<file path="src/rtl/pdm_frame_sched.sv">
// Stereo PDM window sequencer: strobes window end, captures L/R one cycle later and
// serializes them on a valid/ready port; frames arriving while busy are dropped and counted.
module pdm_frame_sched #(
    parameter int WIN_LEN = 1134,
    parameter int DW      = 16
) (
    input  logic          i_clk,
    input  logic          i_rst,
    input  logic          i_en,
    input  logic [1:0]    i_ch_mask,
    input  logic [DW-1:0] i_lft_in,
    input  logic [DW-1:0] i_rght_in,
    output logic          o_win_end,
    output logic [DW-1:0] o_smp_data,
    output logic          o_smp_chan,
    output logic          o_smp_vld,
    input  logic          i_smp_rdy,
    output logic          o_overrun,
    output logic [7:0]    o_drop_cnt,
    input  logic          i_clr_ovr
);
    localparam int CW = $clog2(WIN_LEN);
    localparam logic [CW-1:0] LAST = CW'(WIN_LEN - 1);

    typedef enum logic [1:0] {IDLE, SEND_L, SEND_R} state_t;

    state_t        r_state;
    state_t        w_state_nxt;
    logic [CW-1:0] r_cnt;
    logic          r_cap_pend;
    logic [DW-1:0] r_hold_l;
    logic [DW-1:0] r_hold_r;
    logic [1:0]    r_mask_q;
    logic [DW-1:0] r_smp_data;
    logic          r_smp_chan;
    logic          r_overrun;
    logic [7:0]    r_drop_cnt;

    logic          w_hs;
    logic          w_last_hs;
    logic          w_accept;
    logic          w_drop;

    assign o_win_end  = i_en && (r_cnt == LAST);
    assign o_smp_vld  = (r_state != IDLE);
    assign o_smp_data = r_smp_data;
    assign o_smp_chan = r_smp_chan;
    assign o_overrun  = r_overrun;
    assign o_drop_cnt = r_drop_cnt;

    // A frame may start in the same cycle the previous frame's final sample is taken.
    assign w_hs      = o_smp_vld && i_smp_rdy;
    assign w_last_hs = w_hs && ((r_state == SEND_R) || (r_state == SEND_L && !r_mask_q[1]));
    assign w_accept  = r_cap_pend && ((r_state == IDLE) || w_last_hs);
    assign w_drop    = r_cap_pend && !w_accept;

    always_ff @(posedge i_clk or posedge i_rst) begin
        if (i_rst) begin
            r_cnt      <= '0;
            r_cap_pend <= 1'b0;
        end else begin
            r_cap_pend <= o_win_end;
            if (!i_en || r_cnt == LAST) begin
                r_cnt <= '0;
            end else begin
                r_cnt <= r_cnt + CW'(1);
            end
        end
    end

    always_comb begin
        w_state_nxt = r_state;
        case (r_state)
            IDLE:    w_state_nxt = IDLE;
            SEND_L:  if (w_hs) w_state_nxt = r_mask_q[1] ? SEND_R : IDLE;
            SEND_R:  if (w_hs) w_state_nxt = IDLE;
            default: w_state_nxt = IDLE;
        endcase
        if (w_accept) begin
            if (i_ch_mask[0]) begin
                w_state_nxt = SEND_L;
            end else if (i_ch_mask[1]) begin
                w_state_nxt = SEND_R;
            end else begin
                w_state_nxt = IDLE;
            end
        end
    end

    always_ff @(posedge i_clk or posedge i_rst) begin
        if (i_rst) begin
            r_state    <= IDLE;
            r_hold_l   <= '0;
            r_hold_r   <= '0;
            r_mask_q   <= '0;
            r_smp_data <= '0;
            r_smp_chan <= 1'b0;
        end else begin
            r_state <= w_state_nxt;
            if (w_accept) begin
                r_hold_l <= i_lft_in;
                r_hold_r <= i_rght_in;
                r_mask_q <= i_ch_mask;
            end
            // Reloading the same hold value while stalled keeps the port stable.
            if (w_state_nxt == SEND_L) begin
                r_smp_data <= w_accept ? i_lft_in : r_hold_l;
                r_smp_chan <= 1'b0;
            end else if (w_state_nxt == SEND_R) begin
                r_smp_data <= w_accept ? i_rght_in : r_hold_r;
                r_smp_chan <= 1'b1;
            end
        end
    end

    always_ff @(posedge i_clk or posedge i_rst) begin
        if (i_rst) begin
            r_overrun  <= 1'b0;
            r_drop_cnt <= '0;
        end else if (w_drop) begin
            r_overrun  <= 1'b1;
            if (i_clr_ovr) begin
                r_drop_cnt <= 8'd1;
            end else if (r_drop_cnt != 8'hFF) begin
                r_drop_cnt <= r_drop_cnt + 8'd1;
            end
        end else if (i_clr_ovr) begin
            r_overrun  <= 1'b0;
            r_drop_cnt <= '0;
        end
    end
endmodule

</file>
<file path="config.mk">
export PLATFORM = sky130hd
export DESIGN_NAME = pdm_frame_sched
export DESIGN_NICKNAME = d
export VERILOG_FILES = /design/src/rtl/pdm_frame_sched.sv
export SDC_FILE = /design/constraint.sdc
export NUM_CORES = 1
export LEC_CHECK = 0
export CORE_UTILIZATION = 28
export DETAILED_ROUTE_END_ITERATION = 8
export PLACE_DENSITY = 0.51
export SYNTH_ARGS = -nofsm -noshare
export SYNTH_HDL_FRONTEND = slang
export SYNTH_SLANG_ARGS = --single-unit
export TNS_END_PERCENT = 100
</file>
<file path="constraint.sdc">
create_clock -name i_clk -period 8.8 [get_ports i_clk]
set_input_delay 1.32 -clock i_clk [delete_from_list [all_inputs] [get_ports i_clk]]
set_output_delay 1.32 -clock i_clk [all_outputs]
set_load 0.01 [all_outputs]
</file>
==> run_results.csv, run 1 <==
group,metric,value,unit
worst_setup_path,worstPathArrival,4640,ps
layout,num-fill-cells,1086,
clock_network,cts-htree-levels,3,
yosys,synth_seq_cells,73,
clock_network,post_cts_buffers,0,
yosys,synthFlopType,"dfrtp_1",
routing,drt-total-wl,7090,um
layout,drive_gt1_frac,0.180,
floorplan,row_count,39,
floorplan,core,11500,sq um
routing,dr.pass1.iters,6,
yosys,ys_seq_area_frac,0.546,
routing,post_drt_wl_per_cell,15.1,um
run_status,violations,"design-rule violations",
timing,setup_viol,0,
worst_setup_path,slowest_stage,"ha_1",
worst_setup_path,startpoint_type,"input port",
clock_network,cts.sink_count,73,
grt,antenna_found_initial,0,
clock_network,numCtsBuffers,9,
timing,tns,0,ps
timing,skew,9.21,ps
yosys,ys_types,45,
routing,drtIter0Drc,107,
clock_network,cts-root-buf,"clkbuf_16",
floorplan,die_w,111,um
layout,seqCellArea,1830,sq um
grt,grt_overflow_total,0,
yosys,synth_warnings,0,
layout,fin_nets,370,
layout,area_growth,31.8,%
grt,grt_pass1_wl,12100,um
grt,grtUsageTotal,0.123,
layout,instances_no_fill,471,
layout,mostFrequentLayoutCells,"73 x dfrtp_1, 66 x clkdlybuf4s50_1, 24 x mux2_4",
placement,port-buffer-count,66,
run_status,outcome,"complete, but fails checks",
yosys,synth_edf_count,0,
power_and_ir_drop,power_density,178,nW/um^2
clock_network,cts_buffer_depth,2,
yosys,synthesis.nets,303,
timing,slew_headroom,0.375,
floorplan,die_h,111,um
yosys,synth_top_cell_by_area,"dfrtp_1",
timing,finalCritPeriodShare,0.499,
placement,postPlaceCellArea,4130,sq um
worst_setup_path,path_max_fanout,38,
hold_path,hold_class,"reg -> reg",
routing,vias_per_cell,4.59,
grt,grt_pass1_vias,2319,
clock_network,ctsHoldBuffers,0,
placement,placedCellCount,455,
floorplan,initial_core_util,0.291,
timing,tightest_slew,938,ps
timing,worst_slack,4410,ps
timing,period_minus_slack,4390,ps
worst_setup_path,crit_path_max_incr_delay,710,ps
power_and_ir_drop,irDropWorstVdd,0.107,mV
timing,rsz0062_at_grt,"no",
worst_setup_path,endpoint_kind,"register",
power_and_ir_drop,p_leak,1.91,nW
yosys,synthTopCellsByArea,"dfrtp_1 55%, mux2_4 11%, o221a_1 5.4%, nand2b_1 3.2%, mux2_2 3.0%",
yosys,synth.top_cell.area_share,0.546,
timing,hold_viol,0,
layout,multi_input_area,1410,sq um
worst_setup_path,crit_type,"in -> reg",
layout,final_common_cell,"dfrtp_1",
routing,vias,2162,
floorplan,boundaryPins,67,
yosys,synthCells,256,
worst_setup_path,crit_chain,"clkdlybuf4s50_1 > o21ai_4 > a21boi_4 > buf_4 > nand3b_1 > o31a_1 > ha_1 > nand2b_1 > o221a_1",
floorplan,dieArea,12400,sq um
yosys,async_reset_ff_frac,1.00,
clock_network,clk_latency,330,ps
yosys,synth_area_per_cell,13.1,sq um
timing,fmax,0.228,GHz
clock_network,ctsResizeCount,0,
clock_network,path_clk_slew,60,ps
placement,pre_cts_slack,4050,ps
timing,slew_violations,0,
clock_network,cts_tree,"built",
run,drv_cap,0,
grt,grt_max_degree,74,
worst_setup_path,crit_required,9060,ps
routing,ant_nets,0,
placement,place.gp.congestion,0.675,
layout,n_antenna_cell,0,
routing,drc_errors,4,
placement,place_hpwl,4620,um
yosys,netlist_area,3350,sq um
layout,final_cell_area,4410,sq um
-- critical path: cells and delay by family --
kind | cells | cell delay (ps)
AO/OA/AOI/OAI | 4 | 710
adder cells (fa/ha/maj) | 1 | 710
AND/OR/NAND/NOR | 2 | 850
buffers and inverters | 2 | 1020
-- power by group --
| part | internal, mW | leakage (nW) | switching [mW] |
|---|---|---|---|
| Sequential | 0.354 | 0.963 | 0.0100 |
| Combinational | 0.0518 | 0.815 | 0.0290 |
| Clock | 0.200 | 0.136 | 0.142 |
-- synthesized netlist by cell type (3+ instances only) --
| library cell | n |
|---|---|
| a21oi_1 | 5 |
| and3_1 | 3 |
| clkbuf_1 | 6 |
| dfrtp_1 | 73 |
| ha_1 | 8 |
| inv_1 | 8 |
| mux2_2 | 9 |
| mux2_4 | 24 |
| nand2_1 | 12 |
| nand2b_1 | 17 |
| nand3_1 | 3 |
| nand4_1 | 5 |
| nor2_1 | 18 |
| o221a_1 | 16 |
| o31ai_1 | 6 |
| or4_1 | 3 |
| xnor2_1 | 3 |
| xor2_1 | 6 |
-- metrics by stage --
step	util	hold WS, ps	power (mW)
after floorplan	-	468	0.405
after global placement	0.359	477	0.452
after detailed placement	0.359	480	0.452
after CTS	0.383	494	0.800
after global routing	0.383	502	0.823
final	0.383	493	0.787
-- final cells by class --
cell class | count | share of cell area
Inverter | 9 | 0.00765
Timing Repair Buffer | 69 | 0.155
Clock inverter | 5 | 0.00879
Sequential cell | 73 | 0.414
Multi-Input combinational cell | 161 | 0.319
Tap cell | 143 | 0.0405
Clock buffer | 11 | 0.0550
-- cell families (layout without fill, tap and decap cells) --
group           count (synthesis)  count (layout)  share of synthesized area
compound gates                 39              39                      0.105
simple gates                   71              71                      0.120
fa+ha+maj                       8               8                     0.0299
xor+xnor                        9               9                     0.0235
flops                          73              73                      0.546
mux                            34              34                      0.141
buf+inv                        22              94                     0.0355
-- per-layer routing --
metal	up-vias	part of all wire	global-route usage
met2	39	0.46	0.190
met3	5	0.033	0.0223
met1	1068	0.49	0.167
li1	1050	-	-
met4	0	0.014	0.0595
met5	-	0	0
-- final timing paths --
kind | start | to | slack [ps] | cells past startpoint
worst max-delay path | i_smp_rdy | o_smp_data[0] | 4410 | 9
max in group asynchronous | i_rst | r_state[1] | 6580 | 3
worst max register to register | r_state[1] | o_smp_data[0] | 5130 | 11
worst min-delay path | r_hold_r[8] | r_hold_r[8] | 490 | 1
worst min register to register | r_hold_r[8] | r_hold_r[8] | 490 | 1
min in group asynchronous | i_rst | o_overrun | 1580 | 3
-- state kept, by name, summed over array words and instances (netlist names) --
signal,cells
r_cap_pend,1
r_hold_r,16
r_state,2
o_overrun,1
r_cnt,11
o_smp_chan,1
r_mask_q,1
o_drop_cnt,8
o_smp_data,16
r_hold_l,16
(Power assumes the default switching activity.)
==> run 2, diff against run 1 <==
==> constraint.sdc (replaced) <==
create_clock -name i_clk -period 4.5 [get_ports i_clk]
set_input_delay 0.675 -clock i_clk [delete_from_list [all_inputs] [get_ports i_clk]]
set_output_delay 0.675 -clock i_clk [all_outputs]
set_load 0.01 [all_outputs]
==> run_results.csv, run 2 (same netlist as run 1, synthesis figures left out) <==
group,metric,value,unit
timing,hold_viol,0,
grt,grt_pass1_vias,2341,
floorplan,dieArea,12400,sq um
power_and_ir_drop,power,1.59,mW
routing,drc_errors,4,
clock_network,path_clk_slew,60,ps
floorplan,die_h,111,um
worst_setup_path,worstPathArrival,3800,ps
clock_network,numCtsBuffers,9,
timing,period_minus_slack,3540,ps
worst_setup_path,crit_path_max_incr_delay,710,ps
floorplan,boundaryPins,67,
clock_network,clk_latency,330,ps
layout,n_antenna_cell,0,
timing,slew_violations,0,
worst_setup_path,startpoint_type,"input port",
clock_network,cts-root-buf,"clkbuf_16",
grt,grt_overflow_total,0,
routing,drt-total-wl,7100,um
routing,vias_per_cell,4.70,
worst_setup_path,crit_required,4760,ps
clock_network,ctsHoldBuffers,0,
timing,fmax,0.283,GHz
floorplan,die_w,111,um
grt,grtUsageTotal,0.126,
worst_setup_path,slowest_stage,"ha_1",
floorplan,core,11500,sq um
layout,area_growth,32.4,%
placement,place.gp.congestion,0.701,
routing,drtIter0Drc,78,
clock_network,cts.sink_count,73,
routing,dr.pass1.iters,6,
power_and_ir_drop,irDropWorstVdd,0.147,mV
floorplan,initial_core_util,0.291,
worst_setup_path,crit_chain,"clkdlybuf4s50_1 > o21ai_4 > a21boi_4 > nand3b_1 > o31a_1 > ha_1 > nand2b_1 > o221a_1",
power_and_ir_drop,power_density,358,nW/um^2
timing,skew,7.08,ps
routing,ant_nets,0,
clock_network,ctsResizeCount,0,
routing,vias,2210,
timing,rsz0062_at_grt,"no",
timing,hold_ws,491,ps
clock_network,cts_tree,"built",
routing,post_drt_wl_per_cell,15.1,um
timing,finalCritPeriodShare,0.786,
run_status,violations,"design-rule violations",
clock_network,post_cts_buffers,0,
layout,final_common_cell,"dfrtp_1",
run,drv_cap,0,
clock_network,cts-htree-levels,3,
worst_setup_path,endpoint_kind,"register",
clock_network,cts_buffer_depth,2,
run_status,outcome,"complete, but fails checks",
worst_setup_path,crit_type,"in -> reg",
worst_setup_path,path_max_fanout,20,
timing,tns,0,ps
placement,place_hpwl,4940,um
grt,antenna_found_initial,0,
layout,fin_nets,369,
grt,grt_max_degree,43,
grt,grt_pass1_wl,12200,um
power_and_ir_drop,p_leak,1.92,nW
timing,tightest_slew,903,ps
timing,slew_headroom,0.397,
layout,drive_gt1_frac,0.183,
layout,mostFrequentLayoutCells,"73 x dfrtp_1, 66 x clkdlybuf4s50_1, 24 x mux2_4",
floorplan,row_count,39,
hold_path,hold_class,"reg -> reg",
placement,port-buffer-count,66,
timing,setup_viol,0,
run 2: final timing paths:
kind | start | to | slack [ps] | cells past startpoint
max | i_smp_rdy | o_smp_data[0] | 960 | 8
min | r_hold_r[10] | r_hold_r[10] | 490 | 1
max reg2reg | r_state[1] | o_smp_data[0] | 1000 | 10
min reg2reg | r_hold_r[10] | r_hold_r[10] | 490 | 1
max in group asynchronous | i_rst | r_cnt[5] | 2700 | 3
min in group asynchronous | i_rst | o_overrun | 870 | 2
run 2: critical path, delay by kind of cell:
kind,cells,cell delay (ps)
AOI/OAI and AO/OA,4,1080
adders and majority gates,1,710
buffers and inverters,1,530
and+or+nand+nor,2,790
run 2: per-layer routing:
layer  vias up  share of wire  track usage
li1       1053              -            -
met1      1109           0.48        0.170
met2        41           0.47        0.194
met3         7          0.033       0.0305
met4         0          0.015       0.0486
met5         -              0            0
run 2: report_power, final:
group	switching [mW]	total [mW]	internal (mW)	leakage, nW
logic	0.0581	0.159	0.101	0.813
registers	0.0189	0.711	0.692	0.963
clock network	0.271	0.716	0.445	0.149
run 2: layout make-up:
class                   instances  area (sq um)
fillers                      1112          7080
clock inverters                 6          65.1
flip-flops and latches         73          1830
clock buffers                  10           239
well taps                     143           179
multi-input cells             161          1420
inverters                       9          33.8
repair buffers                 68           676
run 2: per-stage QoR:
stage	setup slack, ps	util	instance area, sq um	instances
floorplan	1480	-	3350	256
global placement	632	0.358	4130	454
detailed placement	552	0.358	4130	454
CTS	900	0.385	4430	470
global route	720	0.385	4430	470
finish	962	0.385	4430	470
==> run 3, diff against run 2 <==
--- a/config.mk
+++ b/config.mk
@@ -7,7 +7,7 @@
 export LEC_CHECK = 0
 export CORE_UTILIZATION = 28
 export DETAILED_ROUTE_END_ITERATION = 8
-export PLACE_DENSITY = 0.51
+export PLACE_DENSITY = 0.52
 export SYNTH_ARGS = -nofsm -noshare
 export SYNTH_HDL_FRONTEND = slang
 export SYNTH_SLANG_ARGS = --single-unit
==> constraint.sdc (replaced) <==
create_clock -name i_clk -period 3.1 [get_ports i_clk]
set_input_delay 0.465 -clock i_clk [delete_from_list [all_inputs] [get_ports i_clk]]
set_output_delay 0.465 -clock i_clk [all_outputs]
set_load 0.01 [all_outputs]
==> run_results.csv, run 3 (same netlist as run 1, synthesis figures left out) <==
group,metric,value,unit
worst_setup_path,endpoint_kind,"output pin",
timing,slew_headroom,0.536,
routing,ant_nets,0,
hold_path,hold_depth,1,
layout,drive_gt1_frac,0.190,
clock_network,post_cts_buffers,0,
power_and_ir_drop,comb_power_share,0.098,
clock_network,cts_buffer_depth,2,
layout,final_core_util,0.390,
layout,fin_nets,373,
clock_network,cts-htree-levels,3,
routing,drt-total-wl,6980,um
run_status,violations,"design-rule violations",
worst_setup_path,crit_buf_inv,1,
floorplan,row_count,39,
clock_network,cts_tree,"built",
timing,hold_ws,490,ps
grt,grt_pass1_vias,2310,
placement,place_hpwl,4720,um
timing,tightest_slew,690,ps
worst_setup_path,worstPathArrival,2290,ps
worst_setup_path,slowest_stage,"clkdlybuf4s50_1",
layout,instances_no_fill,474,
timing,setup_viol,0,
worst_setup_path,crit_chain,"nand2_1 > nor3_1 > nand4_1 > nor4b_1 > clkdlybuf4s50_1",
floorplan,boundaryPins,67,
layout,area_growth,34.3,%
hold_path,hold_class,"reg -> reg",
grt,antenna_found_initial,0,
power_and_ir_drop,power.switching,0.508,mW
timing,hold_viol,0,
grt,grt_pass1_wl,11900,um
run_status,outcome,"complete, but fails checks",
timing,rsz0062_at_grt,"no",
timing,fmax,0.363,GHz
clock_network,clk_latency,330,ps
worst_setup_path,crit_type,"reg -> out",
run,drv_cap,0,
routing,drc_errors,8,
power_and_ir_drop,power_density,532,nW/um^2
floorplan,dieArea,12400,sq um
floorplan,initial_core_util,0.291,
placement,port-buffer-count,66,
worst_setup_path,startpoint_type,"register",
layout,final_common_cell,"dfrtp_1",
clock_network,cts-root-buf,"clkbuf_16",
routing,post_drt_wl_per_cell,14.7,um
power_and_ir_drop,switching_share,0.212,
layout,n_antenna_cell,0,
timing,finalCritPeriodShare,0.888,
worst_setup_path,crit_required,2630,ps
routing,vias,2192,
power_and_ir_drop,seqPwrFrac,0.431,
layout,mostFrequentLayoutCells,"73 x dfrtp_1, 66 x clkdlybuf4s50_1, 24 x mux2_4",
clock_network,path_clk_slew,50,ps
worst_setup_path,r2r_cells,9,
power_and_ir_drop,p_clk_frac,0.472,
timing,period_minus_slack,2750,ps
placement,place.gp.congestion,0.721,
routing,drtIter0Drc,107,
clock_network,numCtsBuffers,9,
clock_network,ctsResizeCount,0,
floorplan,core,11500,sq um
worst_setup_path,path_max_fanout,5,
floorplan,die_h,111,um
routing,vias_per_cell,4.62,
clock_network,cts.sink_count,73,
worst_setup_path,worst-path-stages,5,
grt,grtUsageTotal,0.122,
power_and_ir_drop,power,2.39,mW
grt,grt_max_degree,50,
clock_network,ctsHoldBuffers,0,
power_and_ir_drop,p_leak,1.96,nW
timing,tns,0,ps
timing,skew,8.54,ps
floorplan,die_w,111,um
grt,grt_overflow_total,0,
worst_setup_path,critPathTopFamily,"simple AND/OR/NAND/NOR gates",
worst_setup_path,crit_path_max_incr_delay,640,ps
power_and_ir_drop,irDropWorstVdd,0.269,mV
power_and_ir_drop,intPower,1.88,mW
routing,dr.pass1.iters,6,
placement,placedCellCount,458,
timing,slew_violations,0,
[run 3: changes by cell type in the layout (fill, tap and decap cells not counted)]
cell / previous run / this run
o31ai_1: 5 / 6
buf_4: 2 / 5
o31ai_2: 1 / 0
buf_12: 0 / 1
bufinv_16: 1 / 2
clkinv_2: 2 / 1
[run 3: final timing paths]
check                      slack, ps             to         from
max                              350      o_win_end     r_cnt[5]
min                              490    r_hold_r[1]  r_hold_r[1]
max reg2reg                      370  o_smp_data[4]   r_state[1]
min reg2reg                      490    r_hold_r[1]  r_hold_r[1]
max in group asynchronous       1920     o_smp_chan        i_rst
min in group asynchronous        520  o_drop_cnt[1]        i_rst
[run 3: area by class of cell]
| cell class | count | area, sq um |
|---|---|---|
| clock buffers | 10 | 239 |
| inverters | 9 | 33.8 |
| flip-flops and latches | 73 | 1830 |
| fillers | 1108 | 7020 |
| well taps | 143 | 179 |
| repair buffers | 72 | 718 |
| multi-input cells | 161 | 1410 |
| clock inverters | 6 | 90.1 |
[run 3: power by group through the flow]
stage	Clock, mW	Sequential [mW]	Combinational, mW
floorplan	0	1.05	0.0961
global placement	0	1.05	0.234
detailed placement	0	1.05	0.238
CTS	1.16	1.03	0.239
global route	1.20	1.04	0.253
finish	1.13	1.03	0.233
[run 3: through the flow]
step	setup slack, ps	area (sq um)
after detailed placement	247	4170
after CTS	240	4500
after global placement	325	4170
after global routing	106	4500
final	346	4500
after floorplan	79.8	3350
[run 3: metal layers]
metal  GRT usage  vias to the layer above  wire [um]
li1            -                     1055          -
met1       0.157                     1082       3290
met4      0.0486                        0        102
met5           0                        -          0
met3      0.0327                        8        283
met2       0.195                       47       3300
